**src/rtl/spi_flash_responder.sv**
```systemverilog
`default_nettype none
// ============================================================================
// Module   : spi_flash_responder
// Brief    : SPI mode-0 serial-flash read responder (READ 0x03, JEDEC ID 0x9F)
//            oversampled in the system clock domain.
// Revision : 1.0 - initial release
// ============================================================================
module spi_flash_responder #(
    parameter int          ADDR_W   = 16,        // 8..24
    parameter logic [23:0] JEDEC_ID = 24'hEF4016
) (
    input  logic              clock,
    input  logic              resetb,
    input  logic              spi_csb,
    input  logic              spi_clk,
    input  logic              spi_io0,
    output logic              spi_io1,
    output logic              spi_io1_oe,
    output logic              mem_rd,
    output logic [ADDR_W-1:0] mem_addr,
    input  logic [7:0]        mem_rdata,
    output logic              busy,
    output logic              cmd_err
);

    localparam logic [2:0] c_st_idle   = 3'd0;
    localparam logic [2:0] c_st_cmd    = 3'd1;
    localparam logic [2:0] c_st_addr   = 3'd2;
    localparam logic [2:0] c_st_data   = 3'd3;
    localparam logic [2:0] c_st_id     = 3'd4;
    localparam logic [2:0] c_st_ignore = 3'd5;

    localparam logic [7:0] c_op_read  = 8'h03;
    localparam logic [7:0] c_op_jedec = 8'h9F;
    localparam logic [7:0] c_op_rdp   = 8'hAB;

    logic [1:0]        r_csb_s, r_clk_s, r_io0_s;
    logic              r_clk_prev;
    logic [2:0]        r_state, w_state_next;
    logic [4:0]        r_bit_cnt;
    logic [ADDR_W-2:0] r_shift;
    logic [7:0]        r_tx;
    logic              r_io1, r_oe, r_mem_rd, r_rd_d, r_cmd_err;
    logic [ADDR_W-1:0] r_mem_addr;
    logic [1:0]        r_id_idx, w_id_next;
    logic [7:0]        w_id_byte;

    logic              w_csb, w_io0, w_rise, w_fall;
    logic [7:0]        w_op;
    logic [ADDR_W-1:0] w_addr;

    assign w_csb  = r_csb_s[1];
    assign w_io0  = r_io0_s[1];
    assign w_rise = r_clk_s[1] & ~r_clk_prev;
    assign w_fall = ~r_clk_s[1] & r_clk_prev;
    assign w_op   = {r_shift[6:0], w_io0};
    assign w_addr = {r_shift, w_io0};

    assign w_id_next = (r_id_idx == 2'd2) ? 2'd0 : r_id_idx + 2'd1;
    always_comb begin
        w_id_byte = JEDEC_ID[23:16];
        case (w_id_next)
            2'd1:    w_id_byte = JEDEC_ID[15:8];
            2'd2:    w_id_byte = JEDEC_ID[7:0];
            default: w_id_byte = JEDEC_ID[23:16];
        endcase
    end

    // csb synchronizer resets high so busy reads 0 straight out of reset
    always_ff @(posedge clock or negedge resetb) begin
        if (!resetb) begin
            r_csb_s    <= 2'b11;
            r_clk_s    <= 2'b00;
            r_io0_s    <= 2'b00;
            r_clk_prev <= 1'b0;
        end else begin
            r_csb_s    <= {r_csb_s[0], spi_csb};
            r_clk_s    <= {r_clk_s[0], spi_clk};
            r_io0_s    <= {r_io0_s[0], spi_io0};
            r_clk_prev <= r_clk_s[1];
        end
    end

    always_ff @(posedge clock or negedge resetb) begin
        if (!resetb) r_state <= c_st_idle;
        else         r_state <= w_state_next;
    end

    always_comb begin
        w_state_next = r_state;
        if (w_csb) begin
            w_state_next = c_st_idle;
        end else begin
            case (r_state)
                c_st_idle: w_state_next = c_st_cmd;
                c_st_cmd:
                    if (w_rise && r_bit_cnt == 5'd7) begin
                        if (w_op == c_op_read)       w_state_next = c_st_addr;
                        else if (w_op == c_op_jedec) w_state_next = c_st_id;
                        else                         w_state_next = c_st_ignore;
                    end
                c_st_addr:
                    if (w_rise && r_bit_cnt == 5'd23) w_state_next = c_st_data;
                default: w_state_next = r_state;
            endcase
        end
    end

    always_ff @(posedge clock or negedge resetb) begin
        if (!resetb) begin
            r_bit_cnt  <= 5'd0;
            r_shift    <= '0;
            r_tx       <= 8'd0;
            r_io1      <= 1'b0;
            r_oe       <= 1'b0;
            r_mem_rd   <= 1'b0;
            r_rd_d     <= 1'b0;
            r_mem_addr <= '0;
            r_id_idx   <= 2'd0;
            r_cmd_err  <= 1'b0;
        end else begin
            r_mem_rd  <= 1'b0;
            r_cmd_err <= 1'b0;
            r_rd_d    <= r_mem_rd;
            if (w_csb) begin
                r_oe      <= 1'b0;
                r_bit_cnt <= 5'd0;
                r_io1     <= 1'b0;
                r_rd_d    <= 1'b0;
            end else begin
                case (r_state)
                    c_st_cmd:
                        if (w_rise) begin
                            r_shift   <= {r_shift[ADDR_W-3:0], w_io0};
                            r_bit_cnt <= r_bit_cnt + 5'd1;
                            if (r_bit_cnt == 5'd7) begin
                                r_bit_cnt <= 5'd0;
                                if (w_op == c_op_jedec) begin
                                    r_tx     <= JEDEC_ID[23:16];
                                    r_oe     <= 1'b1;
                                    r_id_idx <= 2'd0;
                                end else if (w_op != c_op_read && w_op != c_op_rdp) begin
                                    r_cmd_err <= 1'b1;
                                end
                            end
                        end
                    c_st_addr:
                        if (w_rise) begin
                            r_shift   <= {r_shift[ADDR_W-3:0], w_io0};
                            r_bit_cnt <= r_bit_cnt + 5'd1;
                            if (r_bit_cnt == 5'd23) begin
                                r_bit_cnt  <= 5'd0;
                                r_mem_rd   <= 1'b1;
                                r_mem_addr <= w_addr;
                            end
                        end
                    c_st_data, c_st_id: begin
                        if (w_fall) begin
                            r_io1 <= r_tx[7];
                            r_tx  <= {r_tx[6:0], 1'b0};
                        end
                        if (w_rise) begin
                            r_bit_cnt <= r_bit_cnt + 5'd1;
                            if (r_bit_cnt == 5'd7) begin
                                r_bit_cnt <= 5'd0;
                                if (r_state == c_st_data) begin
                                    r_mem_rd   <= 1'b1;
                                    r_mem_addr <= r_mem_addr + 1'b1;
                                end else begin
                                    r_id_idx <= w_id_next;
                                    r_tx     <= w_id_byte;
                                end
                            end
                        end
                    end
                    default: r_bit_cnt <= 5'd0;
                endcase
                // memory data arrives one clock after the strobe
                if (r_rd_d) begin
                    r_tx <= mem_rdata;
                    r_oe <= 1'b1;
                end
            end
        end
    end

    always_comb begin
        spi_io1    = r_io1 & r_oe;
        spi_io1_oe = r_oe;
        mem_rd     = r_mem_rd;
        mem_addr   = r_mem_addr;
        busy       = ~w_csb;
        cmd_err    = r_cmd_err;
    end

endmodule
`default_nettype wire

```
**config.mk**
```make
export PLATFORM = sky130hd
export DESIGN_NAME = spi_flash_responder
export DESIGN_NICKNAME = d
export VERILOG_FILES = /design/src/rtl/spi_flash_responder.sv
export SDC_FILE = /design/constraint.sdc
export NUM_CORES = 1
export LEC_CHECK = 0
export CAP_MARGIN = 20
export CORE_MARGIN = 2
export CORE_UTILIZATION = 40
export CTS_CLUSTER_SIZE = 25
export DETAILED_ROUTE_END_ITERATION = 10
export PLACE_DENSITY_LB_ADDON = 0.2
export SLEW_MARGIN = 15
export SYNTH_ARGS = -nofsm -noshare
export SYNTH_HDL_FRONTEND = slang
export SYNTH_SLANG_ARGS = --single-unit
```
**constraint.sdc**
```tcl
create_clock -name clock -period 2 [get_ports clock]
set_input_delay 0.4 -clock clock [delete_from_list [all_inputs] [get_ports clock]]
set_output_delay 0.4 -clock clock [all_outputs]
set_load 0.01 [all_outputs]
```
==> results of run 1 <==
==> cell families (layout without fill, tap and decap cells) <==
| logic type | count (synthesis) | in the layout | synth area share (%) |
|---|---|---|---|
| AO/OA/AOI/OAI | 85 | 85 | 17.9 |
| adder cells (fa/ha/maj) | 2 | 2 | 0.791 |
| AND/OR/NAND/NOR | 126 | 126 | 21.3 |
| multiplexers | 20 | 20 | 7.00 |
| XOR/XNOR | 5 | 5 | 1.38 |
| flip-flops | 61 | 61 | 48.3 |
| buffers and inverters | 24 | 83 | 3.36 |
==> where the power goes <==
part | internal (uW) | switching, uW
combinational | 160 | 151
clock | 766 | 468
sequential | 1300 | 60.4
total | 2220 | 679
==> cell type report <==
class | count | area [sq um] | area share (%)
clock buffer | 12 | 155 | 3.89
multi-input combinational | 238 | 1540 | 38.5
tap | 102 | 128 | 3.20
sequential | 61 | 1530 | 38.3
clock inverter | 4 | 70.1 | 1.76
inverter | 6 | 22.5 | 0.565
timing repair buffer | 61 | 548 | 13.7
==> per-layer routing <==
metal  wire length (microns)  part of all wire, %
met5                       0                    0
met3                     392                  5.4
met4                     114                  1.6
met2                    2960                   41
met1                    3770                   52
==> stage by stage <==
step           hold WS, ns  total power [uW]  std cells
6_report            0.0679              2900        484
4_1_cts             0.0670              2940        483
5_1_grt             0.0751              3060        484
3_5_place_dp         0.338              1690        466
2_1_floorplan        0.104              1540        323
3_3_place_gp         0.335              1680        466
==> timing repair <==
item                       in CTS  in global routing
setup endpoints to repair       1                  6
pin swaps                       0                  1
buffers inserted                1                  1
resized for setup               0                  2
==> worst max-delay path: stages (launching register included) <==
cell     delay (ns)
dfrtp_1        0.39
ha_1           0.19
and3b_2        0.22
nand4_1        0.11
a221o_1        0.44
a22o_1         0.27
a21o_1         0.15
==> registers in the layout, indices dropped and copies added (netlist names) <==
register    cells
r_state         3
cmd_err         1
r_shift        15
r_id_idx        2
r_csb_s         2
r_io0_s         2
spi_io1_oe      1
mem_addr       16
r_bit_cnt       5
r_tx            8
r_clk_prev      1
r_rd_d          1
r_clk_s         2
mem_rd          1
r_io1           1
==> synth_stat cells, drive strengths merged, types with 4 or more instances <==
library cell	count
dfrtp	59
nand2	32
nor2	26
a21oi	24
nand3	18
o21ai	18
mux2	17
buf	12
nand4	11
a2bb2oi	7
clkbuf	6
inv	6
nand2b	6
a21o	5
nor2b	5
nor3	5
a22o	4
and2	4
xor2	4
==> final timing paths <==
check / slack, ns / cells past startpoint / to / startpoint
max in group asynchronous: 1.64 / 2 / r_csb_s[1] / resetb
max reg2reg: 0.12 / 6 / r_tx[3] / r_bit_cnt[0]
min: 0.07 / 2 / r_bit_cnt[2] / resetb
min in group clock: 0.35 / 0 / r_io0_s[1] / r_io0_s[0]
min reg2reg: 0.35 / 0 / r_io0_s[1] / r_io0_s[0]
max: 0.12 / 6 / r_tx[3] / r_bit_cnt[0]
==> summary.md, run 1 <==
| Metric | Value |
|---|---|
| Max-Cap Viols | `0` |
| Drt via density | `5.52` |
| CTS Buf Count | `9` |
| Initial antenna violation count | `0` |
| Largest net degree at the start of global routing | `62` |
| DRC Markers | `0` |
| Top post-synthesis cells by area | `dfrtp_1, mux2_2, a21oi_1, nand2_1, nor2_1` |
| Synthesized area | `0.00316 sq mm` |
| I/O Buffers | `33` |
| Run status | `complete, no violations` |
| Setup_tns | `0 ns` |
| Die area | `0.00864 sq mm` |
| Endpoints failing setup | `0` |
| Via Count | `2670` |
| Crit share post-route | `93.8%` |
| Post-Place Worst Slack | `0.132 ns` |
| H-tree levels | `3` |
| Share of cells above drive strength 1 | `19.9%` |
| Synth-to-layout area growth | `26.1%` |
| Most frequent cells in the layout | `dfrtp_1, clkdlybuf4s50_1, nand2_1` |
| Die H | `92.9 microns` |
| Post-CTS Hold Fix Bufs | `0` |
| All-layer global routing usage | `18.3%` |
| Commonest non-fill, non-tap cell in the layout | `dfrtp_1` |
| Minimum clock period after layout | `1.88 ns` |
| Mapped Avg Cell Area | `9.80 sq um` |
| Worst-path maximum fanout | `5` |
| Core region area | `0.00769 sq mm` |
| Clock Path Buffers | `2` |
| First-pass DRT Iterations | `4` |
| CP Class | `reg2reg` |
| First-pass GRT wire length | `12.3 mm` |
| Slew margin rel. | `65.2%` |
| Ports | `34` |
| Clk_lat worst skew | `0.33 ns` |
| Leak | `0.00174 uW` |
| Initial DRC Count | `184` |
| Initial core utilization | `41.2%` |
| Grt met3 use | `4.88%` |
| RSZ-0062 raised after global routing | `false` |
| Sequential cell area fraction in the yosys report | `48.3%` |
| VDD IR max | `0.262 mV` |
| Synthesis-stage register bit count | `61` |
| Final Cell Area | `0.00399 sq mm` |
| Routing usage on met2 | `24.1%` |
| Routability cong. | `0.860` |
| Mapped Nets | `338` |
| Clock Sinks | `61` |
| Row count | `32` |
| Clk pin slew, worst setup/hold paths | `0.07 ns` |
| CTS root buf | `clkbuf_8` |
| Library cells used by synthesis | `59` |
| F_max | `533 MHz` |
| Fin util | `51.9%` |
| Worst Hold Class | `in2async` |
| Required time worst endpoint | `2.23 ns` |
| Drt total wl | `7.24 mm` |
| Nets | `392` |
| Met1 usage | `28.0%` |
| CTS tree | `done` |
| Max Slew Vio Count | `0` |
| Ys async rst share | `100%` |
| Routed Antenna Nets | `0` |
| Final hold vios | `0` |
| Filler instances | `738` |
| Detailed placer's ending HPWL | `5.02 mm` |
| Setup Skew | `0.00669 ns` |
| Post-DP Area | `0.00374 sq mm` |
| Post-synth EDFFs | `0` |
| Number of diodes | `0` |
| Predominant post-synthesis flop cell | `dfrtp_1` |
| Die width | `92.9 microns` |
| Power density over cell area | `728 mW/mm^2` |
| Vias in the first global route | `2490` |
| Average wire per standard cell | `15.0 microns` |
| Startpoint Class | `register` |
| Global route overflow | `0` |
| WP data arrival | `2.11 ns` |
| Yosys Warn Count | `0` |
| CP endpoint kind | `register` |
| Synth top area share | `46.7%` |
| Cells after Synth | `323` |
| Worst Max-Slew Pin Slew | `0.520 ns` |
| Area leader, netlist | `dfrtp_1` |
| Gr busiest metal | `met1` |
| PnR worst setup slack | `0.123 ns` |
Power figures use the tool's default switching activity.
==> run 2: changes to the inputs <==
--- a/config.mk
+++ b/config.mk
@@ -5,11 +5,11 @@
 export SDC_FILE = /design/constraint.sdc
 export NUM_CORES = 1
 export LEC_CHECK = 0
-export CAP_MARGIN = 20
 export CORE_MARGIN = 2
 export CORE_UTILIZATION = 40
 export CTS_CLUSTER_SIZE = 25
 export DETAILED_ROUTE_END_ITERATION = 10
+export MAX_ROUTING_LAYER = met4
 export PLACE_DENSITY_LB_ADDON = 0.2
 export SLEW_MARGIN = 15
 export SYNTH_ARGS = -nofsm -noshare
==> constraint.sdc (replaced) <==
create_clock -name clock -period 2.15 [get_ports clock]
set_input_delay 0.43 -clock clock [delete_from_list [all_inputs] [get_ports clock]]
set_output_delay 0.43 -clock clock [all_outputs]
set_load 0.01 [all_outputs]
==> summary.md, run 2 (same netlist as run 1, synthesis figures left out) <==
| Metric | Value |
|---|---|
| Gr busiest metal | `met1 (unchanged)` |
| Initial antenna violation count | `0 (unchanged)` |
| Initial core utilization | `41.2% (unchanged)` |
| Post-CTS Hold Fix Bufs | `0 (unchanged)` |
| Crit share post-route | `95.9%` |
| PnR worst setup slack | `0.0872 ns (was 0.123 ns)` |
| Max-Cap Viols | `0 (unchanged)` |
| Run status | `complete, no violations (unchanged)` |
| Clock Sinks | `61 (unchanged)` |
| FF-to-FF path depth | `4 (was 6)` |
| Commonest non-fill, non-tap cell in the layout | `dfrtp_1 (unchanged)` |
| Minimum clock period after layout | `2.06 ns` |
| Endpoints failing setup | `0 (unchanged)` |
| I/O Buffers | `33 (unchanged)` |
| Clk pin slew, worst setup/hold paths | `0.07 ns (about the same)` |
| Sw Pwr | `665 uW (was 679 uW)` |
| Slew margin rel. | `65.0% (was 65.2%)` |
| Worst Max-Slew Pin Slew | `0.524 ns (was 0.520 ns)` |
| Nets | `375 (was 392)` |
| Switching part of the total | `27.1% (was 23.4%)` |
| First-pass DRT Iterations | `4 (unchanged)` |
| Die area | `0.00864 sq mm (unchanged)` |
| Die width | `92.9 microns (unchanged)` |
| Comb pwr share | `9.6% (was 10.7%)` |
| Global route overflow | `0 (unchanged)` |
| Synth-to-layout area growth | `21.1% (was 26.1%)` |
| Clk_lat worst skew | `0.34 ns (was 0.33 ns)` |
| Ports | `34 (unchanged)` |
| Routability cong. | `0.822 (was 0.860)` |
| DRC Markers | `0 (unchanged)` |
| CTS Buf Count | `9 (unchanged)` |
| P_int | `1790 uW (was 2220 uW)` |
| Reg-to-reg critical path endpoint | `r_tx[5] (was r_tx[3])` |
| Startpoint Class | `register (unchanged)` |
| Worst Hold Class | `in2async (unchanged)` |
| Grt met3 use | `5.29% (was 4.88%)` |
| Average wire per standard cell | `14.9 microns (was 15.0 microns)` |
| Critical Path Slowest Stage Cell | `dfstp_4 (was a221o_1)` |
| CP Class | `reg2out (was reg2reg)` |
| Via Count | `2570 (was 2670)` |
| Postcts setup bufs | `0 (was 1)` |
| Flop pwr share | `52.4% (was 46.7%)` |
| CP peak stage delay | `0.71 ns (was 0.44 ns)` |
| Vias in the first global route | `2451 (was 2490)` |
| Setup_tns | `0 ns (unchanged)` |
| RSZ-0062 raised after global routing | `false (unchanged)` |
| WP data arrival | `1.63 ns (was 2.11 ns)` |
| Max reg flops | `16 (unchanged)` |
| Clock Path Buffers | `2 (unchanged)` |
| Share of cells above drive strength 1 | `16.2% (was 19.9%)` |
| CTS root buf | `clkbuf_8 (unchanged)` |
| Critical path buffers and inverters | `2 (was 0)` |
| Clock Power Share | `38.0% (was 42.5%)` |
| Number of diodes | `0 (unchanged)` |
| Worst-path maximum fanout | `14 (was 5)` |
| Initial DRC Count | `158 (was 184)` |
| Die H | `92.9 microns (unchanged)` |
| Register-to-Register Setup Slack | `0.20 ns (was 0.12 ns)` |
| Leak | `0.00161 uW (was 0.00174 uW)` |
| Ordered list of cells on the worst path | `inv_1 -> clkdlybuf4s50_1 (was ha_1 -> and3b_2 -> nand4_1 -> a221o_1 -> a22o_1 -> a21o_1)` |
| VDD IR max | `0.248 mV (was 0.262 mV)` |
| Core region area | `0.00769 sq mm (unchanged)` |
| Family with the most delay on the worst path | `flip-flops (was compound AO/OA/AOI/OAI gates)` |
| Max Slew Vio Count | `0 (unchanged)` |
| Routing usage on met2 | `24.9% (was 24.1%)` |
| Fin util | `49.8% (was 51.9%)` |
| CP endpoint kind | `output port (was register)` |
| Post-Place Worst Slack | `0.164 ns (was 0.132 ns)` |
| Met1 usage | `27.0% (was 28.0%)` |
| Most frequent cells in the layout | `dfrtp_1, clkdlybuf4s50_1, nand2_1 (unchanged)` |
| Routed Antenna Nets | `0 (unchanged)` |
| Tot Pwr | `2450 uW (was 2900 uW)` |
| All-layer global routing usage | `18.4% (was 18.3%)` |
| Power density over cell area | `640 mW/mm^2 (was 728 mW/mm^2)` |
| Drt via density | `5.50 (was 5.52)` |
| Worst r2r src | `r_state[2] (was r_bit_cnt[0])` |
| Placed insts | `451 (was 466)` |
| F_max | `485 MHz` |
| Row count | `32 (unchanged)` |
| Detailed placer's ending HPWL | `4.78 mm (was 5.02 mm)` |
| Final std cells w/o fill | `467 (was 484)` |
| Required time worst endpoint | `1.72 ns (was 2.23 ns)` |
| Setup Skew | `0.00829 ns (was 0.00669 ns)` |
| Largest net degree at the start of global routing | `62 (unchanged)` |
| Drt total wl | `6.97 mm (was 7.24 mm)` |
| Post-CTS sizing | `0 (unchanged)` |
| First-pass GRT wire length | `12.3 mm (about the same)` |
| Final hold vios | `0 (unchanged)` |
| H-tree levels | `3 (unchanged)` |
| CTS tree | `done (unchanged)` |
run 2: per-layer routing:
metal  routed length [microns]  share of wire [%]
met2                      2950                 42
met5                         0                  0
met1                      3600                 52
met4                        55               0.79
met3                       359                5.2
run 2: worst max path at each step:
stage / start / end / slack, ns / cells past startpoint
5_1_grt: r_csb_s[1] / busy / 0.01 / 2
2_1_floorplan: r_bit_cnt[0] / r_tx[7] / 0.37 / 7
3_5_place_dp: r_bit_cnt[0] / r_tx[5] / 0.16 / 6
4_1_cts: r_csb_s[1] / busy / 0.02 / 2
3_3_place_gp: r_bit_cnt[0] / r_tx[3] / 0.23 / 6
6_report: r_csb_s[1] / busy / 0.09 / 2
run 2: power groups by stage:
stage / sequential (uW) / combinational (uW) / clock (uW)
4_1_cts: 1280 / 238 / 962
5_1_grt: 1290 / 262 / 1020
3_3_place_gp: 1300 / 234 / 0
2_1_floorplan: 1270 / 160 / 0
3_5_place_dp: 1300 / 235 / 0
6_report: 1280 / 235 / 932
run 2: layout make-up:
type	count	area (sq um)
clock buffer	10	138
multi-input combinational	238	1530
tap	102	128
timing repair buffer	44	433
fill	737	3860
inverter	6	22.5
sequential	61	1530
clock inverter	6	47.5
run 2: per-stage QoR:
stage / hold slack [ns] / cell area, sq um
finish: 0.0816 / 3830
detailed placement: 0.336 / 3640
floorplan: 0.134 / 3160
CTS: 0.0877 / 3830
global placement: 0.334 / 3640
global route: 0.114 / 3830
==> run 3: changes to the inputs <==
--- a/config.mk
+++ b/config.mk
@@ -7,6 +7,7 @@
 export LEC_CHECK = 0
 export CORE_MARGIN = 2
 export CORE_UTILIZATION = 40
+export CTS_BUF_LIST = sky130_fd_sc_hd__clkbuf_2
 export CTS_CLUSTER_SIZE = 25
 export DETAILED_ROUTE_END_ITERATION = 10
 export MAX_ROUTING_LAYER = met4
==> summary.md, run 3 (same netlist as run 1, synthesis figures left out) <==
| Metric | Value |
|---|---|
| Minimum clock period after layout | `2.01 ns (was 2.06 ns)` |
| Sw Pwr | `644 uW (was 665 uW)` |
| I/O Buffers | `33 (unchanged)` |
| Worst Max-Slew Pin Slew | `0.527 ns (was 0.524 ns)` |
| Startpoint Class | `register (unchanged)` |
| Drt via density | `5.54 (was 5.50)` |
| HP Start | `spi_csb` |
| Worst-path maximum fanout | `3 (was 14)` |
| Die area | `0.00864 sq mm (unchanged)` |
| Routing usage on met2 | `25.3% (was 24.9%)` |
| Leak | `0.00160 uW (was 0.00161 uW)` |
| Average wire per standard cell | `14.8 microns (was 14.9 microns)` |
| Detailed placer's ending HPWL | `4.78 mm (unchanged)` |
| F_max | `496 MHz (was 485 MHz)` |
| Crit share post-route | `93.7% (was 95.9%)` |
| Max-Cap Viols | `0 (unchanged)` |
| WP data arrival | `1.58 ns (was 1.63 ns)` |
| Comb pwr share | `11.3% (was 9.6%)` |
| Gr busiest metal | `met1 (unchanged)` |
| PnR worst setup slack | `0.135 ns (was 0.0872 ns)` |
| Initial DRC Count | `142 (was 158)` |
| Share of cells above drive strength 1 | `16.3% (was 16.2%)` |
| Clock Path Buffers | `2 (unchanged)` |
| Grt met3 use | `5.29% (unchanged)` |
| Synth-to-layout area growth | `19.0% (was 21.1%)` |
| CTS Buf Count | `9 (unchanged)` |
| Post-Place Worst Slack | `0.164 ns (unchanged)` |
| Clock Sinks | `61 (unchanged)` |
| VDD IR max | `0.245 mV (was 0.248 mV)` |
| First-pass DRT Iterations | `4 (unchanged)` |
| Initial core utilization | `41.2% (unchanged)` |
| Switching part of the total | `30.3% (was 27.1%)` |
| Via Count | `2599 (was 2570)` |
| Global route overflow | `0 (unchanged)` |
| Vias in the first global route | `2470 (was 2451)` |
| DRC Markers | `0 (unchanged)` |
| Number of diodes | `0 (unchanged)` |
| Row count | `32 (unchanged)` |
| Routed Antenna Nets | `0 (unchanged)` |
| Reg-to-reg critical path endpoint | `r_tx[7] (was r_tx[5])` |
| CTS tree | `done (unchanged)` |
| CTS root buf | `clkbuf_2 (was clkbuf_8)` |
| All-layer global routing usage | `18.6% (was 18.4%)` |
| Endpoints failing setup | `0 (unchanged)` |
| Setup Skew | `0.0155 ns (was 0.00829 ns)` |
| Hold Crit Endpoint | `r_csb_s[0]` |
| Max Slew Vio Count | `0 (unchanged)` |
| Register-to-Register Setup Slack | `0.19 ns (was 0.20 ns)` |
| Most frequent cells in the layout | `dfrtp_1, nand2_1, clkdlybuf4s50_1 (was dfrtp_1, clkdlybuf4s50_1, nand2_1)` |
| Worst r2r src | `r_state[2] (unchanged)` |
| Final hold vios | `0 (unchanged)` |
| Run status | `complete, no violations (unchanged)` |
| Ports | `34 (unchanged)` |
| P_int | `1490 uW (was 1790 uW)` |
| Core region area | `0.00769 sq mm (unchanged)` |
| H-tree levels | `3 (unchanged)` |
| Routability cong. | `0.822 (unchanged)` |
| Max reg flops | `16 (unchanged)` |
| Die width | `92.9 microns (unchanged)` |
| Required time worst endpoint | `1.72 ns (about the same)` |
| CP endpoint kind | `output port (unchanged)` |
| Clock Power Share | `28.6% (was 38.0%)` |
| Power density over cell area | `566 mW/mm^2 (was 640 mW/mm^2)` |
| CP Class | `reg2out (unchanged)` |
| Clk_lat worst skew | `0.52 ns (was 0.34 ns)` |
| Drt total wl | `6.96 mm (was 6.97 mm)` |
| Worst Hold Class | `in2reg (was in2async)` |
| FF-to-FF path depth | `4 (unchanged)` |
| First-pass GRT wire length | `12.3 mm (about the same)` |
| Met1 usage | `26.8% (was 27.0%)` |
| Setup_tns | `0 ns (unchanged)` |
| Die H | `92.9 microns (unchanged)` |
| Flop pwr share | `60.1% (was 52.4%)` |
| Slew margin rel. | `64.8% (was 65.0%)` |
| Initial antenna violation count | `0 (unchanged)` |
| Largest net degree at the start of global routing | `62 (unchanged)` |
| RSZ-0062 raised after global routing | `false (unchanged)` |
| Nets | `377 (was 375)` |
| Clk pin slew, worst setup/hold paths | `0.18 ns (was 0.07 ns)` |
| Commonest non-fill, non-tap cell in the layout | `dfrtp_1 (unchanged)` |
| Hold path depth | `1` |
run 3: cell types whose count changed in the layout (fill, tap and decap cells not counted):
| cell | change |
|---|---|
| buf_4 | +1 |
| nor4_2 | +1 |
| clkbuf_8 | -10 |
| dfstp_2 | +1 |
| nor4_1 | -1 |
| dfstp_4 | -1 |
| clkinv_1 | +1 |
| dlygate4sd3_1 | +1 |
| dlymetal6s2s_1 | +1 |
| clkbuf_2 | +9 |
| clkdlybuf4s50_1 | -1 |
run 3: timing repair:
action	in CTS	in global routing
setup endpoints to repair	1	7
buffers inserted	1	0
resized for setup	0	3
endpoints found under the hold margin	59	0
hold buffers	1	0
run 3: power groups by stage:
stage                     clock network, uW  logic [uW]  registers [uW]
after floorplan                           0         160            1270
final                                   609         240            1280
after CTS                               638         244            1280
after global routing                    697         269            1290
after detailed placement                  0         235            1300
after global placement                    0         234            1300
run 3: worst max path at each step:
| stage | from | end | cells after the start | slack, ns |
|---|---|---|---|---|
| floorplan | r_bit_cnt[0] | r_tx[7] | 7 | 0.37 |
| global placement | r_bit_cnt[0] | r_tx[3] | 6 | 0.23 |
| detailed placement | r_bit_cnt[0] | r_tx[5] | 6 | 0.16 |
| CTS | r_csb_s[1] | busy | 2 | 0.03 |
| global route | r_bit_cnt[0] | r_tx[3] | 6 | 0.02 |
| finish | spi_io1_oe | spi_io1 | 2 | 0.14 |
run 3: metrics by stage:
step	utilization [%]	cell area [sq um]	total power [uW]	hold slack (ns)	std cells
after floorplan	-	3160	1430	0.134	323
after CTS	48.8	3750	2160	0.256	469
after detailed placement	47.4	3640	1540	0.336	451
after global placement	47.4	3640	1530	0.334	451
final	49.0	3760	2130	0.295	469
after global routing	49.0	3760	2260	0.235	469
run 3: cell type report:
cell class                      count  area (sq um)
Tap cell                          102           128
Inverter                            6          22.5
Timing Repair Buffer               46           453
Sequential cell                    61          1530
Clock inverter                      7          51.3
Multi-Input combinational cell    238          1540
Fill cell                         742          3920
Clock buffer                        9          45.0
run 3: per-layer routing:
metal / part of all wire, % / routed length, microns / vias to the layer above
met5: 0 / 0 / -
met4: 1.2 / 85 / 0
met3: 6.5 / 452 / 9
met2: 42 / 2920 / 61
met1: 50 / 3500 / 1261
li1: - / - / 1268
run 3: critical path, stage by stage, from the launching register on:
cell and delay, ns:
dfrtp_1 0.42, and2_1 0.13, clkdlybuf4s50_1 0.52
